## config.mk

```make
export PLATFORM = sky130hd
export DESIGN_NAME = usb_tx_line_encoder
export DESIGN_NICKNAME = d
export VERILOG_FILES = /design/src/rtl/usb_tx_line_encoder.sv
export SDC_FILE = /design/constraint.sdc
export NUM_CORES = 1
export LEC_CHECK = 0
export CAP_MARGIN = 25
export CELL_PAD_IN_SITES_DETAIL_PLACEMENT = 2
export CELL_PAD_IN_SITES_GLOBAL_PLACEMENT = 2
export CORE_UTILIZATION = 37
export CTS_BUF_LIST = sky130_fd_sc_hd__clkbuf_2 sky130_fd_sc_hd__clkbuf_4 sky130_fd_sc_hd__clkbuf_8
export DETAILED_ROUTE_END_ITERATION = 8
export GPL_TIMING_DRIVEN = 1
export PLACE_DENSITY = 0.78
export RECOVER_POWER = 50
export SYNTH_ARGS = -nofsm -noshare
export SYNTH_HDL_FRONTEND = slang
export SYNTH_SLANG_ARGS = --single-unit
```

## constraint.sdc

```tcl
create_clock -name clk -period 2.2 [get_ports clk]
set_clock_uncertainty 0.1 [all_clocks]
set_input_delay 0.44 -clock clk [delete_from_list [all_inputs] [get_ports clk]]
set_output_delay 0.44 -clock clk [all_outputs]
set_load 0.02 [all_outputs]
```

## src/rtl/usb_tx_line_encoder.sv

```systemverilog
// USB full-speed transmit line encoder: SYNC prefix, bit stuffing, NRZI and EOP
// generation driving D+/D- from a byte-wide valid/ready stream.
module usb_tx_line_encoder #(
    parameter int CLKS_PER_BIT = 8
) (
    input  logic       clk,
    input  logic       rst,
    input  logic [7:0] tx_data,
    input  logic       tx_valid,
    input  logic       tx_last,
    output logic       tx_ready,
    output logic       d_plus_out,
    output logic       d_minus_out,
    output logic       tx_active,
    output logic       tx_error
);

    localparam int CNT_W = (CLKS_PER_BIT > 2) ? $clog2(CLKS_PER_BIT) : 1;
    localparam logic [CNT_W-1:0] BIT_END = CNT_W'(CLKS_PER_BIT - 1);

    typedef enum logic [2:0] {
        IDLE,
        SYNC,
        DATA,
        STUFF,
        EOP_SE0_1,
        EOP_SE0_2,
        EOP_J
    } state_t;

    state_t           state;
    state_t           resume_state;
    logic [CNT_W-1:0] bit_cnt;
    logic [2:0]       bit_idx;
    logic [2:0]       ones_cnt;
    logic [7:0]       shifter;
    logic             cur_last;
    logic [7:0]       hold_data;
    logic             hold_last;
    logic             hold_full;
    logic             last_accepted;

    logic   bit_end;
    logic   accept;
    logic   in_stream;
    state_t mode;
    logic   do_stuff;
    logic   sync_done;
    logic   byte_done;
    logic   next_bit;

    assign bit_end   = (bit_cnt == BIT_END);
    assign in_stream = (state == IDLE) || (state == SYNC) || (state == DATA) || (state == STUFF);
    assign tx_ready  = !hold_full && !last_accepted && in_stream;
    assign accept    = tx_valid && tx_ready;

    // A stuff bit resumes whatever state it interrupted, so decisions use that state.
    always_comb begin
        mode      = (state == STUFF) ? resume_state : state;
        do_stuff  = (state != STUFF) && (ones_cnt == 3'd6);
        sync_done = (mode == SYNC) && (bit_idx == 3'd7);
        byte_done = (mode == DATA) && (bit_idx == 3'd7);
        next_bit  = 1'b0;
        if (do_stuff) begin
            next_bit = 1'b0;
        end else if (mode == SYNC) begin
            next_bit = sync_done ? hold_data[0] : (bit_idx == 3'd6);
        end else if (mode == DATA) begin
            next_bit = byte_done ? hold_data[0] : shifter[1];
        end
    end

    always_ff @(posedge clk) begin
        if (rst) begin
            state         <= IDLE;
            resume_state  <= SYNC;
            bit_cnt       <= '0;
            bit_idx       <= '0;
            ones_cnt      <= '0;
            shifter       <= '0;
            cur_last      <= 1'b0;
            hold_data     <= '0;
            hold_last     <= 1'b0;
            hold_full     <= 1'b0;
            last_accepted <= 1'b0;
            d_plus_out    <= 1'b1;
            d_minus_out   <= 1'b0;
            tx_active     <= 1'b0;
            tx_error      <= 1'b0;
        end else begin
            tx_error <= 1'b0;

            if (accept) begin
                hold_data <= tx_data;
                hold_last <= tx_last;
                hold_full <= 1'b1;
                if (tx_last) begin
                    last_accepted <= 1'b1;
                end
            end

            if (state == IDLE) begin
                bit_cnt <= '0;
            end else begin
                bit_cnt <= bit_end ? '0 : bit_cnt + 1'b1;
            end

            unique case (state)
                IDLE: begin
                    if (accept) begin
                        // First SYNC bit is a 0, so the line toggles from idle J to K.
                        state       <= SYNC;
                        bit_idx     <= '0;
                        ones_cnt    <= '0;
                        tx_active   <= 1'b1;
                        d_plus_out  <= 1'b0;
                        d_minus_out <= 1'b1;
                    end
                end

                SYNC, DATA, STUFF: begin
                    if (bit_end) begin
                        if (do_stuff) begin
                            state        <= STUFF;
                            resume_state <= state;
                            ones_cnt     <= '0;
                            d_plus_out   <= ~d_plus_out;
                            d_minus_out  <= ~d_minus_out;
                        end else if (byte_done && !hold_full) begin
                            tx_error    <= !cur_last;
                            state       <= EOP_SE0_1;
                            d_plus_out  <= 1'b0;
                            d_minus_out <= 1'b0;
                        end else begin
                            if (next_bit) begin
                                ones_cnt <= ones_cnt + 1'b1;
                            end else begin
                                ones_cnt    <= '0;
                                d_plus_out  <= ~d_plus_out;
                                d_minus_out <= ~d_minus_out;
                            end
                            if (sync_done || byte_done) begin
                                state     <= DATA;
                                shifter   <= hold_data;
                                cur_last  <= hold_last;
                                hold_full <= 1'b0;
                                bit_idx   <= '0;
                            end else begin
                                state   <= mode;
                                bit_idx <= bit_idx + 1'b1;
                                if (mode == DATA) begin
                                    shifter <= shifter >> 1;
                                end
                            end
                        end
                    end
                end

                EOP_SE0_1: begin
                    if (bit_end) begin
                        state <= EOP_SE0_2;
                    end
                end

                EOP_SE0_2: begin
                    if (bit_end) begin
                        state       <= EOP_J;
                        d_plus_out  <= 1'b1;
                        d_minus_out <= 1'b0;
                    end
                end

                EOP_J: begin
                    if (bit_end) begin
                        state         <= IDLE;
                        tx_active     <= 1'b0;
                        last_accepted <= 1'b0;
                    end
                end

                default: begin
                    state <= IDLE;
                end
            endcase
        end
    end

endmodule

```

# Yosys cells after proc, flatten, opt, wreduce, memory -nomap -nowiden
# Index checks and enable logic that the tools add are counted.
[classes]
add_sub_neg = 3
eq_ne = 22
n_mux = 53
bitwise_logic = 6
n_reduce_logical = 30
[op_table]
columns = ["op", "count"]
rows = [
  ["$mux W3", 18],
  ["$mux W1", 27],
  ["$reduce_and A5 Y1", 5],
  ["$eq A3 B3 Y1 const B", 7],
  ["$mux W8", 2],
  ["$pmux W3 S5", 1],
  ["$ne A2 B2 Y1 const B", 7],
  ["$pmux W3 S2", 2],
  ["$add A3 B1 Y3 const B", 3],
  ["$eq A3 B2 Y1 const B", 3],
  ["$logic_and A1 B1 Y1", 7],
  ["$eq A3 B1 Y1 const B", 2],
  ["$not A1 Y1", 6],
  ["$pmux W1 S3", 2],
  ["$reduce_and A3 Y1", 2],
  ["$reduce_bool A2 Y1", 3],
  ["$reduce_or A3 Y1", 2],
  ["$reduce_or A5 Y1", 1],
  ["$logic_or A1 B1 Y1", 4],
  ["$ne A4 B4 Y1 const B", 1],
  ["$reduce_and A4 Y1", 1],
  ["$logic_not A1 Y1", 3],
  ["$logic_not A3 Y1", 1],
  ["$ne A3 B2 Y1 const B", 1],
  ["other kinds (3)", 3],
]
[word_totals]
ff_bits = 39
input_bits = 12
output_inout_bits = 5
elab_cells = 129

# Logic depth before layout (Yosys ltp)
[depth]
word_depth = 13
mapped_depth = 8
ltp_nobuf = 7

# Least setup slack after synthesis
# Ideal clock, no wire load.
[synth_path]
kind = "reg2reg"
startpoint = "register bit_idx[0]"
endpoint = "register bit_idx[1]"
setup_time_ns = 0.070
arrival_ns = 1.868
t_required_ns = 2.030
path_slack_ns = 0.161
path_stages_with_launch = 8
path_buffers = 0
synth_period_minus_slack_ns = 2.039
cell_sequence = "dfxtp_1 -> ha_1 -> ha_1 -> inv_1 -> a2111oi_4 -> o31a_1 -> or4_1 -> a21oi_1"
[synth_between]
elab_chain_len = 8
word_cells_on_any_way = 13
classes_between = "add/sub: 1; eq/ne: 2; mux: 5; reduce/logical: 5"
[synth_rtl]
columns = ["element", "line", "rtl"]
rows = [
  ["start, declared", "34", "logic [2:0] bit_idx;"],
  ["start signal, assigned", "150", "bit_idx <= bit_idx + 1'b1;"],
  ["parallel branches: the longest is 8 deep, another holds $add A3 B1 Y3", "-", ""],
]
# Several ways; the timed one is not identified. The select of a mux whose other input is x is not followed.
# A chain may end at the register's enable or synchronous reset.

# Worst setup path in the final report
[layout_path]
startpoint = "register resume_state[1]"
endpoint = "register bit_idx[2]"
[layout_between]
elab_chain_len = 9
word_cells_on_any_way = 14
classes_between = "eq/ne: 3; mux: 6; reduce/logical: 5"
[layout_rtl]
columns = ["element", "line", "rtl"]
rows = [
  ["start, declared", "32", "state_t resume_state;"],
  ["start signal, assigned", "125", "resume_state <= state;"],
  ["$mux W3 *", "59", "mode = (state == STUFF) ? resume_state : state;"],
  ["$eq A3 B1 Y1 or $eq A3 B2 Y1 (tied branches)", "61, 62", ""],
  ["$logic_and A1 B1 Y1, on equally long branches", "61, 62", ""],
  ["$logic_or A1 B1 Y1", "142", "if (sync_done || byte_done) begin"],
  ["$mux W3", "142", ""],
  ["$mux W3", "129", "end else if (byte_done && !hold_full) begin"],
  ["$mux W3", "123", "if (do_stuff) begin"],
  ["$mux W3", "122", "if (bit_end) begin"],
  ["$pmux W3 S2", "108", "unique case (state)"],
]
# Mark *: on every way between the ends. The rest lies on a longest branch, timed or not. The select of a mux whose other input is x is not followed.

==> results.py <==
metrics = {
    "worst_hold_path": {
        "min_to": "bit_cnt[0]",
        "min_path_cells": 1,
        "hold_path.class": "register to register",
        "hp-start": "bit_cnt[0]",
    },
    "worst_setup_path": {
        "worstRegToRegCells": 7,
        "arrival_ps": 2380,
        "crit_path_max_incr_delay_ps": 410,
        "cp_max_fo": 5,
        "cp_num_buf_inv": 2,
        "r2r_setup_slack_ps": -50,
        "crit_chain": "or3b_4 -> a2111oi_4 -> buf_4 -> o31a_1 -> buf_6 -> o21ai_2 -> a21oi_2",
        "end_kind": "register",
        "critPathTopFamily": "compound AO/OA/AOI/OAI gates",
        "required_ps": 2330,
        "reg2reg_from": "resume_state[1]",
        "start_kind": "register",
        "r2r-end": "bit_idx[2]",
        "slowest_stage": "or3b_4",
        "critPathKind": "register to register",
    },
    "cts": {
        "cts_tree": "built",
        "root_buffer": "clkbuf_8",
        "clk_pin_slew_worst_paths_ps": 80,
        "cts_sinks": 38,
        "cts-htree-levels": 2,
        "clockBufferDepth": 2,
        "clk_latency_ps": 300,
        "cts_inserted_buffers": 5,
    },
    "place": {
        "dp_hpwl_um": 5070,
        "io_buffers": 16,
        "gp_congestion": 0.876,
        "dpl_cell_area_um2": 2470,
        "post-place-ws_ps": -134,
    },
    "power_and_ir_drop": {
        "pwr_density_cell_nw_per_um2": 614,
        "p_int_uw": 1280,
        "ir_drop_mv": 0.444,
        "p_switching_uw": 454,
        "p_leak_uw": 0.00109,
        "combPwrFrac": 0.153,
        "power_uw": 1740,
        "p_seq_frac": 0.427,
        "clkPwrFrac": 0.420,
        "sw_frac_of_total": 0.261,
    },
    "sta": {
        "rsz0062_at_grt": "true",
        "fmax_ghz": 0.444,
        "relSlewSlack": 0.643,
        "period_needed_ps": 2250,
        "fin_crit_sh": 1.02,
        "worstMarginPinSlew_ps": 531,
        "setup_viol": 5,
        "hold_violations": 0,
        "finalMaxSlewViolations": 0,
        "worst_slack_ps": -54.7,
    },
    "outcome": {
        "violations": "setup timing",
        "outcome": "complete, but fails checks",
    },
    "synthesis": {
        "yosysWarnings": 0,
        "synth_edf_count": 0,
        "synth_area_per_cell_um2": 8.55,
        "netlist_instances": 244,
        "async_reset_ff_frac": 0,
        "synth-seq-cells": 38,
        "synth_area_leaders": "dfxtp_1 (36%), a21oi_1 (6.7%), nand2_1 (5.4%), ha_1 (4.2%), a211oi_1 (3.6%)",
        "syn-num-nets": 263,
        "synth_largest_area_cell": "dfxtp_1",
        "synth_cell_types": 59,
        "syn_area_um2": 2090,
        "seq_area_frac_synth": 0.365,
        "yosys.area.top_type_share": 0.365,
        "synth_ff_type": "dfxtp_1",
    },
    "route": {
        "dr.pass1.iters": 4,
        "wirelength_um": 8970,
        "wl_per_cell_um": 24.8,
        "ant_nets": 0,
        "initialDrtViolationCount": 133,
        "post_drt_via_cell_ratio": 6.04,
        "drc_errors": 0,
        "vias": 2186,
    },
    "global_routing": {
        "gr-total-overflow": 0,
        "grt_pass1_vias": 2303,
        "antenna_found_initial": 0,
        "grt_max_degree": 30,
        "grt_usage": 0.283,
        "grt_pass1_wl_um": 12800,
    },
    "floorplan": {
        "dieWidth_um": 77.1,
        "die_y_um": 77.1,
        "rows": 26,
        "core-area_um2": 5270,
        "dieArea_um2": 5940,
        "start_util": 0.396,
        "ios": 17,
    },
    "final_layout": {
        "mostFrequentLayoutCells": "buf_4 (33), dfxtp_1 (31), nand2_1 (29)",
        "diodes": 0,
        "drive_gt1_frac": 0.325,
        "fin_nets": 310,
        "final_common_cell": "buf_4",
        "area_delta_synth_final_pct": 35.6,
        "fin_area_um2": 2830,
    },
    "flow_run": {
        "cap_viol_max_count": 0,
    },
}
==> area by class of cell <==
type	count	area, µm²
multi-input cells	185	1340
clock buffers	5	68.8
well taps	70	87.6
inverters	7	28.8
repair buffers	54	460
flip-flops and latches	38	772
fillers	574	2440
clock inverters	3	68.8
==> worst reg2reg max path, delay by kind of cell, from the launching register on <==
family	cells	cell delay (ps)
AOI/OAI and AO/OA	4	930
and+or+nand+nor	1	410
DFF	1	380
buffers and inverters	2	360
==> flip-flops by register name (all words and copies together), names as in the netlist <==
signal,flops
hold_data,8
shifter,7
bit_cnt,3
bit_idx,3
ones_cnt,3
resume_state,3
state,3
cur_last,1
d_minus_out,1
d_plus_out,1
hold_full,1
hold_last,1
last_accepted,1
tx_active,1
tx_error,1
==> cells in the mapped netlist, types with 5 or more instances <==
library cell / instances
ha_1: 7
clkbuf_1: 11
nor2_1: 11
o21ai_0: 8
a21oi_1: 28
dfxtp_1: 38
inv_1: 7
nand2_1: 30
and2_1: 5
a211oi_1: 10
nor3_1: 12
nor2b_1: 7
and3_1: 6
==> layer usage <==
metal	track usage	up-vias	part of all wire
li1	-	981	-
met1	0.366	1124	0.44
met2	0.479	67	0.51
met3	0.0429	14	0.037
met4	0.0925	0	0.019
met5	0	-	0
==> how the worst max path moves through the flow <==
| stage | slack (ps) | endpoint | cells after the start | from |
|---|---|---|---|---|
| 3_3_place_gp | -90 | ones_cnt[1] | 6 | tx_valid |
| 3_5_place_dp | -130 | ones_cnt[1] | 6 | tx_valid |
| 5_1_grt | -130 | ones_cnt[1] | 7 | ones_cnt[0] |
| 4_1_cts | -9 | ones_cnt[1] | 6 | resume_state[1] |
| 6_report | -50 | bit_idx[2] | 7 | resume_state[1] |
| 2_1_floorplan | 160 | bit_idx[1] | 7 | bit_idx[0] |
==> per-stage QoR <==
| step | utilization | cells | setup TNS, ps | hold WS [ps] |
|---|---|---|---|---|
| floorplan | - | 244 | 0 | 298 |
| global placement | 0.470 | 343 | -237 | 315 |
| detailed placement | 0.470 | 343 | -584 | 326 |
| CTS | 0.511 | 357 | -8.74 | 338 |
| global route | 0.537 | 362 | -753 | 389 |
| finish | 0.537 | 362 | -129 | 350 |
==> timing repair <==
| item | 4_1_cts | 5_1_grt |
|---|---|---|
| resized for setup | 13 | 28 |
| pin swaps | 4 | 10 |
| setup buffers | 6 | 5 |
| hold buffers | 0 | 0 |
| setup endpoints to repair | 16 | 18 |
==> cell families (layout without fill, tap and decap cells) <==
kind of cell / count (synthesis) / after routing / share of synthesized area
buf+inv: 21 / 69 / 0.0480
compound gates: 71 / 71 / 0.242
simple gates: 103 / 103 / 0.284
flops: 38 / 38 / 0.365
fa+ha+maj: 8 / 8 / 0.0468
mux: 3 / 3 / 0.0144
==> power groups by stage <==
stage,Sequential (µW),Clock (µW),Combinational (µW)
after floorplan,755,0,121
after global placement,753,0,229
after detailed placement,755,0,238
after CTS,739,747,252
after global routing,744,761,285
final,742,730,266
Power figures use the tool's default switching activity.
